===== src/rtl/multicycle_ctrl.sv =====
`default_nettype none
// ============================================================================
// Module   : multicycle_ctrl
// Brief    : Multi-cycle CPU control FSM (FETCH/DECODE/EXEC/MEM/WB/HALT)
//            with memory-ready stall, timeout and illegal-op detection.
//            Optional MULTICYCLE_CTRL_PERF_EN adds cycle/retire counters.
// Revision : 1.0 - initial release
// ============================================================================
module multicycle_ctrl #(
  parameter int MEM_TIMEOUT = 15
) (
  input  logic       clock,
  input  logic       reset_n,
  input  logic       clock_enable,
  input  logic [5:0] opcode,
  input  logic [5:0] funct,
  input  logic       zero,
  input  logic       mem_ready,
  output logic       mem_read,
  output logic       mem_write,
  output logic       pc_write,
  output logic [1:0] pc_src,
  output logic       ir_write,
  output logic       reg_dst,
  output logic       reg_write,
  output logic       alu_src,
  output logic       mem_to_reg,
  output logic [3:0] alu_ctrl,
  output logic       illegal_op,
  output logic       bus_error
`ifdef MULTICYCLE_CTRL_PERF_EN
  ,
  output logic [31:0] cycle_count,
  output logic [31:0] instr_retired
`endif
);

  localparam logic [5:0] c_OP_RTYPE = 6'b000000;
  localparam logic [5:0] c_OP_LW    = 6'b100011;
  localparam logic [5:0] c_OP_SW    = 6'b101011;
  localparam logic [5:0] c_OP_ADDI  = 6'b001000;
  localparam logic [5:0] c_OP_BEQ   = 6'b000100;
  localparam logic [5:0] c_OP_J     = 6'b000010;

  localparam logic [5:0] c_FN_ADD = 6'b100000;
  localparam logic [5:0] c_FN_SUB = 6'b100010;
  localparam logic [5:0] c_FN_AND = 6'b100100;
  localparam logic [5:0] c_FN_OR  = 6'b100101;
  localparam logic [5:0] c_FN_SLT = 6'b101010;

  localparam logic [3:0] c_ALU_AND = 4'b0000;
  localparam logic [3:0] c_ALU_OR  = 4'b0001;
  localparam logic [3:0] c_ALU_ADD = 4'b0010;
  localparam logic [3:0] c_ALU_SUB = 4'b0110;
  localparam logic [3:0] c_ALU_SLT = 4'b0111;

  localparam logic [3:0] c_TIMEOUT_LAST = 4'(MEM_TIMEOUT - 1);

  typedef enum logic [2:0] {
    S_FETCH  = 3'd0,
    S_DECODE = 3'd1,
    S_EXEC   = 3'd2,
    S_MEM    = 3'd3,
    S_WB     = 3'd4,
    S_HALT   = 3'd5
  } state_t;

  state_t     r_state;
  logic [5:0] r_opcode;
  logic [5:0] r_funct;
  logic [3:0] r_wait_cnt;
  logic       r_illegal;
  logic       r_bus_err;

  logic       w_rtype, w_lw, w_sw, w_addi, w_beq;
  logic       w_op_known, w_op_jump;
  logic       w_funct_ok;
  logic [3:0] w_funct_alu;
  logic       w_wait_state, w_timeout;
  logic       w_mem_read, w_mem_write, w_pc_write, w_ir_write, w_reg_write;

  // Classes of the instruction latched at the end of DECODE
  assign w_rtype = (r_opcode == c_OP_RTYPE);
  assign w_lw    = (r_opcode == c_OP_LW);
  assign w_sw    = (r_opcode == c_OP_SW);
  assign w_addi  = (r_opcode == c_OP_ADDI);
  assign w_beq   = (r_opcode == c_OP_BEQ);

  // DECODE steers on the live IR fields, before they are latched
  assign w_op_known = (opcode == c_OP_RTYPE) || (opcode == c_OP_LW) ||
                      (opcode == c_OP_SW) || (opcode == c_OP_ADDI) ||
                      (opcode == c_OP_BEQ);
  assign w_op_jump  = (opcode == c_OP_J);

  always_comb begin
    w_funct_alu = c_ALU_AND;
    w_funct_ok  = 1'b1;
    case (r_funct)
      c_FN_ADD: w_funct_alu = c_ALU_ADD;
      c_FN_SUB: w_funct_alu = c_ALU_SUB;
      c_FN_AND: w_funct_alu = c_ALU_AND;
      c_FN_OR:  w_funct_alu = c_ALU_OR;
      c_FN_SLT: w_funct_alu = c_ALU_SLT;
      default:  w_funct_ok  = 1'b0;
    endcase
  end

  assign w_wait_state = (r_state == S_FETCH) || (r_state == S_MEM);
  assign w_timeout    = w_wait_state && !mem_ready && (r_wait_cnt == c_TIMEOUT_LAST);

  always_ff @(posedge clock or negedge reset_n) begin
    if (!reset_n) begin
      r_state    <= S_FETCH;
      r_opcode   <= 6'd0;
      r_funct    <= 6'd0;
      r_wait_cnt <= 4'd0;
      r_illegal  <= 1'b0;
      r_bus_err  <= 1'b0;
    end else if (clock_enable) begin
      r_wait_cnt <= (w_wait_state && !mem_ready && !w_timeout) ? r_wait_cnt + 4'd1 : 4'd0;
      if (w_timeout) begin
        r_bus_err <= 1'b1;
        r_state   <= S_HALT;
      end else begin
        case (r_state)
          S_FETCH: if (mem_ready) r_state <= S_DECODE;
          S_DECODE: begin
            r_opcode <= opcode;
            r_funct  <= funct;
            if (w_op_known) begin
              r_state <= S_EXEC;
            end else if (w_op_jump) begin
              r_state <= S_FETCH;
            end else begin
              r_illegal <= 1'b1;
              r_state   <= S_HALT;
            end
          end
          S_EXEC: begin
            if (w_rtype) begin
              if (w_funct_ok) begin
                r_state <= S_WB;
              end else begin
                r_illegal <= 1'b1;
                r_state   <= S_HALT;
              end
            end else if (w_lw || w_sw) begin
              r_state <= S_MEM;
            end else if (w_addi) begin
              r_state <= S_WB;
            end else begin
              r_state <= S_FETCH;
            end
          end
          S_MEM:   if (mem_ready) r_state <= w_lw ? S_WB : S_FETCH;
          S_WB:    r_state <= S_FETCH;
          S_HALT:  r_state <= S_HALT;
          default: r_state <= S_HALT;
        endcase
      end
    end
  end

  always_comb begin
    w_mem_read  = 1'b0;
    w_mem_write = 1'b0;
    w_pc_write  = 1'b0;
    w_ir_write  = 1'b0;
    w_reg_write = 1'b0;
    pc_src      = 2'b00;
    reg_dst     = 1'b0;
    alu_src     = 1'b0;
    mem_to_reg  = 1'b0;
    alu_ctrl    = c_ALU_AND;
    case (r_state)
      S_FETCH: begin
        w_mem_read = 1'b1;
        if (mem_ready) begin
          w_ir_write = 1'b1;
          w_pc_write = 1'b1;
        end
      end
      S_DECODE: begin
        if (w_op_jump) begin
          w_pc_write = 1'b1;
          pc_src     = 2'b10;
        end
      end
      S_EXEC: begin
        if (w_rtype) begin
          alu_ctrl = w_funct_alu;
        end else if (w_lw || w_sw || w_addi) begin
          alu_src  = 1'b1;
          alu_ctrl = c_ALU_ADD;
        end else if (w_beq) begin
          alu_ctrl = c_ALU_SUB;
          if (zero) begin
            w_pc_write = 1'b1;
            pc_src     = 2'b01;
          end
        end
      end
      S_MEM: begin
        w_mem_read  = w_lw;
        w_mem_write = w_sw;
      end
      S_WB: begin
        w_reg_write = 1'b1;
        reg_dst     = w_rtype;
        mem_to_reg  = w_lw;
      end
      default: ;
    endcase
  end

  // reset_n gating keeps FETCH decode quiet while reset is held
  assign mem_read   = w_mem_read  & reset_n;
  assign mem_write  = w_mem_write & clock_enable;
  assign pc_write   = w_pc_write  & clock_enable & reset_n;
  assign ir_write   = w_ir_write  & clock_enable & reset_n;
  assign reg_write  = w_reg_write & clock_enable;
  assign illegal_op = r_illegal;
  assign bus_error  = r_bus_err;

`ifdef MULTICYCLE_CTRL_PERF_EN
  logic [31:0] r_cycle_count;
  logic [31:0] r_instr_retired;
  logic        w_retire;

  // Every path back into FETCH from DECODE/EXEC/MEM/WB completes an instruction
  assign w_retire = ((r_state == S_DECODE) && w_op_jump) ||
                    ((r_state == S_EXEC) && w_beq) ||
                    ((r_state == S_MEM) && w_sw && mem_ready) ||
                    (r_state == S_WB);

  always_ff @(posedge clock or negedge reset_n) begin
    if (!reset_n) begin
      r_cycle_count   <= 32'd0;
      r_instr_retired <= 32'd0;
    end else if (clock_enable) begin
      if (r_state != S_HALT) r_cycle_count <= r_cycle_count + 32'd1;
      if (w_retire) r_instr_retired <= r_instr_retired + 32'd1;
    end
  end

  assign cycle_count   = r_cycle_count;
  assign instr_retired = r_instr_retired;
`endif

endmodule
`default_nettype wire


===== config.mk =====
export PLATFORM = sky130hd
export DESIGN_NAME = multicycle_ctrl
export DESIGN_NICKNAME = d
export VERILOG_FILES = /design/src/rtl/multicycle_ctrl.sv
export SDC_FILE = /design/constraint.sdc
export NUM_CORES = 1
export LEC_CHECK = 0
export ABC_AREA = 0
export CAP_MARGIN = 10
export CORE_UTILIZATION = 50
export CTS_BUF_LIST = sky130_fd_sc_hd__clkbuf_4
export CTS_CLUSTER_DIAMETER = 150
export CTS_CLUSTER_SIZE = 40
export DETAILED_ROUTE_END_ITERATION = 12
export HOLD_SLACK_MARGIN = 0.1
export MAX_ROUTING_LAYER = met4
export PLACE_DENSITY = 0.88
export SETUP_SLACK_MARGIN = 0.1
export SYNTH_ARGS = -nofsm -noshare
export SYNTH_HDL_FRONTEND = slang
export SYNTH_SLANG_ARGS = --single-unit

===== constraint.sdc =====
create_clock -name clock -period 2.5 [get_ports clock]
set_input_delay 0.75 -clock clock [delete_from_list [all_inputs] [get_ports clock]]
set_output_delay 0.75 -clock clock [all_outputs]
set_load 0.005 [all_outputs]

Word-level counts from Yosys, hierarchy flattened
Cells that the tools add are included.
{"block": "word_totals", "reg_bits": 21, "input_bits": 17, "output_inout_bits": 16, "word_cells": 106}
{"block": "classes", "add_sub_neg": 1, "n_eq_ne": 25, "n_mux": 45, "n_bitwise": 8, "n_reduce_logical": 21}
{"operator": "== test 6 bit, second input constant", "n": 9}
{"operator": "2-to-1 mux 3 bit", "n": 11}
{"operator": "2-to-1 mux 1 bit", "n": 24}
{"operator": "case mux 3 bit (5 select lines)", "n": 1}
{"operator": "== test 6 x 3 -> 1 bit, second input constant", "n": 2}
{"operator": "== test 6 x 4 -> 1 bit, second input constant", "n": 2}
{"operator": "zero test 6 bit", "n": 2}
{"operator": "2-to-1 mux 4 bit", "n": 3}
{"operator": "case mux 3 bit (4 select lines)", "n": 1}
{"operator": "inequality test 2 bit, second input constant", "n": 4}
{"operator": "AND 1 bit", "n": 7}
{"operator": "logical OR 1 bit", "n": 7}
{"operator": "AND reduction 7 bit", "n": 1}
{"operator": "== test 3 x 2 -> 1 bit, second input constant", "n": 2}
{"operator": "== test 6 x 2 -> 1 bit, second input constant", "n": 1}
{"operator": "inequality test 3 bit, second input constant", "n": 2}
{"operator": "AND reduction 3 bit", "n": 2}
{"operator": "OR reduction 5 bit", "n": 1}
{"operator": "adder 4 x 1 -> 4 bit, second input constant", "n": 1}
{"operator": "== test 4 bit, second input constant", "n": 1}
{"operator": "case mux 1 bit (2 select lines)", "n": 2}
{"operator": "case mux 2 bit (2 select lines)", "n": 1}
{"operator": "== test 3 x 1 -> 1 bit, second input constant", "n": 1}
{"operator": "== test 3 bit, second input constant", "n": 1}
{"operator": "8 further kinds", "n": 11}

Depth between registers and ports, before layout
{"block": "depth", "word_depth": 8, "depth_mapped": 7, "ltp_nobuf": 7}

Least setup slack after synthesis
No wires, ideal clock.
{"block": "synth_path", "path_kind": "input-to-output", "start": "in opcode[0]", "end": "out pc_write", "t_arrival_ns": 1.380, "required_ns": 1.750, "slack_ns": 0.370, "stages": 3, "n_path_buf": 0, "path_cell_list": "nor4b_1 -> and3_1 -> o311a_1"}
{"block": "synth_between", "elab_chain_len": 5}
{"element": "start, declared", "line": "15", "source": "input logic [5:0] opcode,"}
{"element": "== test 6 x 2 -> 1 bit", "line": "93", "source": "assign w_op_jump = (opcode == c_OP_J);"}
{"element": "2-to-1 mux 1 bit", "line": "184", "source": "if (w_op_jump) begin"}
{"element": "case mux 1 bit (3 select lines)", "line": "175", "source": "case (r_state)"}
{"element": "AND 1 bit (2 in a row)", "line": "219", "source": "assign pc_write = w_pc_write & clock_enable & reset_n;"}
{"element": "end, declared", "line": "21", "source": "output logic pc_write,"}
Every way passes these cells.

Worst setup path after layout
{"block": "layout_path", "start": "reg r_opcode[0]", "end": "out pc_write"}
{"block": "layout_between", "elab_chain_len": 8, "elab_cells_between_ends": 13}
{"element": "start, declared", "line": "69", "source": "logic [5:0] r_opcode;"}
{"element": "start signal, assigned", "line": "128", "source": "r_opcode <= opcode;"}
{"element": "== test 6 bit (on tied branches)", "line": "84, 85"}
{"element": "logical OR 1 bit (2 in a row)", "line": "192", "source": "end else if (w_lw || w_sw || w_addi) begin"}
{"element": "2-to-1 mux 1 bit", "line": "192"}
{"element": "2-to-1 mux 1 bit *", "line": "190", "source": "if (w_rtype) begin"}
{"element": "case mux 1 bit (3 select lines) *", "line": "175"}
{"element": "AND 1 bit * (2 in a row)", "line": "219"}
Mark *: on every way between the ends. The rest lies on a longest branch, timed or not.

==> results.sh <==
export IMPL_status="finished, violations left"
export IMPL_violations="negative setup slack"
export IMPL_synth_cell_types=47
export IMPL_wl_met3_um=403
export IMPL_synth_edf_count=0
export IMPL_ant_nets=0
export IMPL_ioPinCount=33
export IMPL_whs_path_depth=1
export IMPL_crit_path_end_kind="output port"
export IMPL_tightest_slew_ns=0.592
export IMPL_core_sq_um=2520
export IMPL_crit_path_frequent_cell="buf_4"
export IMPL_fin_worst_skew_ns=0.00101
export IMPL_rsz0062_at_grt="true"
export IMPL_crit_slowest_cell="dfrtp_2"
export IMPL_clock_sinks=21
export IMPL_finalHoldViolCount=0
export IMPL_avgSynthCellArea_sq_um=8.08
export IMPL_synth_compound_area_frac=0.160
export IMPL_ys_seq_area_frac=0.385
export IMPL_drv_cap=0
export IMPL_min_path_type="flop to flop"
export IMPL_utilization=0.823
export IMPL_required_ns=1.75
export IMPL_wl_met2_um=2710
export IMPL_dieArea_sq_um=2940
export IMPL_startpoint_type="flop"
export IMPL_layout_drive_gt1_share=0.392
export IMPL_synth_top_family_by_area="simple AND/OR/NAND/NOR gates"
export IMPL_cts_max_level=1
export IMPL_synth_nets=188
export IMPL_worstPathArrival_ns=1.88
export IMPL_cts_made_buffers=3
export IMPL_drt_total_wl_um=5350
export IMPL_worst_path_stages=7
export IMPL_ys_async_sr_fraction=1.00
export IMPL_viasPerCell=6.45
export IMPL_layout_cells_non_filler=267
export IMPL_ys_ff_latch=21
export IMPL_clk_pin_slew_ns=0.13
export IMPL_final_cell_mix="50 x nand2_1, 35 x buf_4, 19 x dfrtp_1"
export IMPL_power_density_nw_per_um2=628
export IMPL_row_count=18
export IMPL_synth_simple_area_share=0.356
export IMPL_clock_latency_ns=0.31
export IMPL_cts_root_buf="clkbuf_4"
export IMPL_reg2reg_depth=10
export IMPL_worst_path_buf_inv=3
export IMPL_portBuffers=31
export IMPL_nets=257
export IMPL_synthMuxAreaShare=0.0156
export IMPL_initial_core_util=0.541
export IMPL_wl_per_cell_um=20.0
export IMPL_grt_usage=0.363
export IMPL_finalWorstSetupSlack_ns=-0.132
export IMPL_fmax_mhz=380
export IMPL_cpPeakStageDelay_ns=0.46
export IMPL_crit_fanout=3
export IMPL_wl_met1_um=1970
export IMPL_drc=0
export IMPL_period_needed_ns=2.63
export IMPL_drtIter0Drc=116
export IMPL_vias=1723
export IMPL_final_common_cell="nand2_1"
export IMPL_clock_path_buffers=2
export IMPL_worstSetupPathType="flop to output port"
export IMPL_grt_first_pass_wirelength_um=7330
export IMPL_crit_chain="nor4_4 -> buf_4 -> nand2b_4 -> nor3_4 -> buf_4 -> o311a_1 -> buf_2"
export IMPL_num_antenna_cells=0
export IMPL_ir_drop_mv=0.476
export IMPL_synthCells=169
export IMPL_grt_pass1_vias=1591
export IMPL_die_w_um=54.3
export IMPL_grt_antenna_before_repair=0
export IMPL_period_share=1.05
export IMPL_dp_hpwl_um=2840
export IMPL_netlist_area_sq_um=1370
export IMPL_die_y_um=54.3
export IMPL_drt_pass1_iter_count=4
export IMPL_p_leak_uw=0.00103
export IMPL_syn2layout_area_growth_pct=52.2
export IMPL_finalSetupViolCount=5
export IMPL_grt_ovfl_total=0
export IMPL_maxSlewViolCount=0
export IMPL_synth_xor_area_frac=0.00642
export IMPL_setup_tns_ns=-0.400
export IMPL_gp_congestion=0.985
export IMPL_ys_warn_count=0
export IMPL_synth_adder_area_share=0.0183
export IMPL_maxSlewHeadroom=0.604
export IMPL_cts_tree="yes"
export IMPL_cp_top_family="simple AND/OR/NAND/NOR gates"
export IMPL_dpl_cell_count=251
export IMPL_grt_max_degree=14
export IMPL_top_layer_used="met4"
export IMPL_synth_flop_cell="dfrtp_1"
-- sequential cells by signal, summed over array words and instances (netlist names) --
name / cells
bus_error: 1
illegal_op: 1
r_funct: 6
r_opcode: 6
r_state: 3
r_wait_cnt: 4
-- worst register-to-register path, delay by kind of cell, from the launching register on --
family          cells  cell delay [ns]
buf+inv             5             0.51
compound gates      3             0.49
simple gates        2             0.48
flops               1             0.42
-- power breakdown --
part	internal, uW	switching, uW	leakage (uW)
combinational	312	297	0.000745
clock	59.9	120	0.0000177
sequential	413	102	0.000264
-- path summary, 6_finish.rpt --
| kind | from | endpoint | slack, ns |
|---|---|---|---|
| setup / recovery | r_opcode[0] | pc_write | -0.13 |
| hold / removal | bus_error | bus_error | 0.50 |
| setup reg to reg | r_opcode[0] | r_state[2] | 0.54 |
| hold reg to reg | bus_error | bus_error | 0.50 |
| max in group asynchronous | reset_n | r_funct[1] | 1.65 |
| min in group asynchronous | reset_n | r_wait_cnt[3] | 0.59 |
-- layer usage --
layer  vias to the layer above  track usage
li1                        719            -
met1                       836        0.427
met2                       127        0.628
met3                        41       0.0361
met4                         0        0.154
met5                         -            -
-- layout make-up --
class                      count  area (sq um)
tap                           30          37.5
sequential                    21           528
inverter                       4          15.0
clock buffer                   3          22.5
fill                         141           445
timing repair buffer          73           588
multi-input combinational    135           881
clock inverter                 1          5.00
-- cell families after synthesis --
logic type,count (synthesis)
AOI/OAI and AO/OA,32
xor gates and xnor gates,1
adders and majority gates,2
buffers and inverters,13
DFF,21
muxes,2
other,1
and+or+nand+nor,97
-- through the flow --
step	hold WS, ns	setup slack [ns]	instance area, sq um	power (uW)
CTS	0.489	-0.0647	2020	1180
global placement	0.450	-0.565	1880	829
floorplan	0.439	0.370	1370	664
detailed placement	0.458	-0.623	1880	856
finish	0.498	-0.132	2080	1300
global route	0.516	-0.178	2080	1350
-- repair_timing --
item,CTS,global route
endpoints found under the setup margin,13,12
resized for setup,79,28
hold buffers,0,0
gates cloned,0,0
pin swaps,10,7
setup buffers,11,3
-- synth_stat cells (4+ instances only) --
library cell,n,share of area
nor3_1,4,0.015
nand2_1,50,0.14
a21oi_1,8,0.029
buf_4,5,0.028
dfrtp_1,21,0.38
and3_1,5,0.023
o21ai_0,6,0.022
nor2_1,13,0.036
Note: power is estimated with default switching activity, not from simulation.
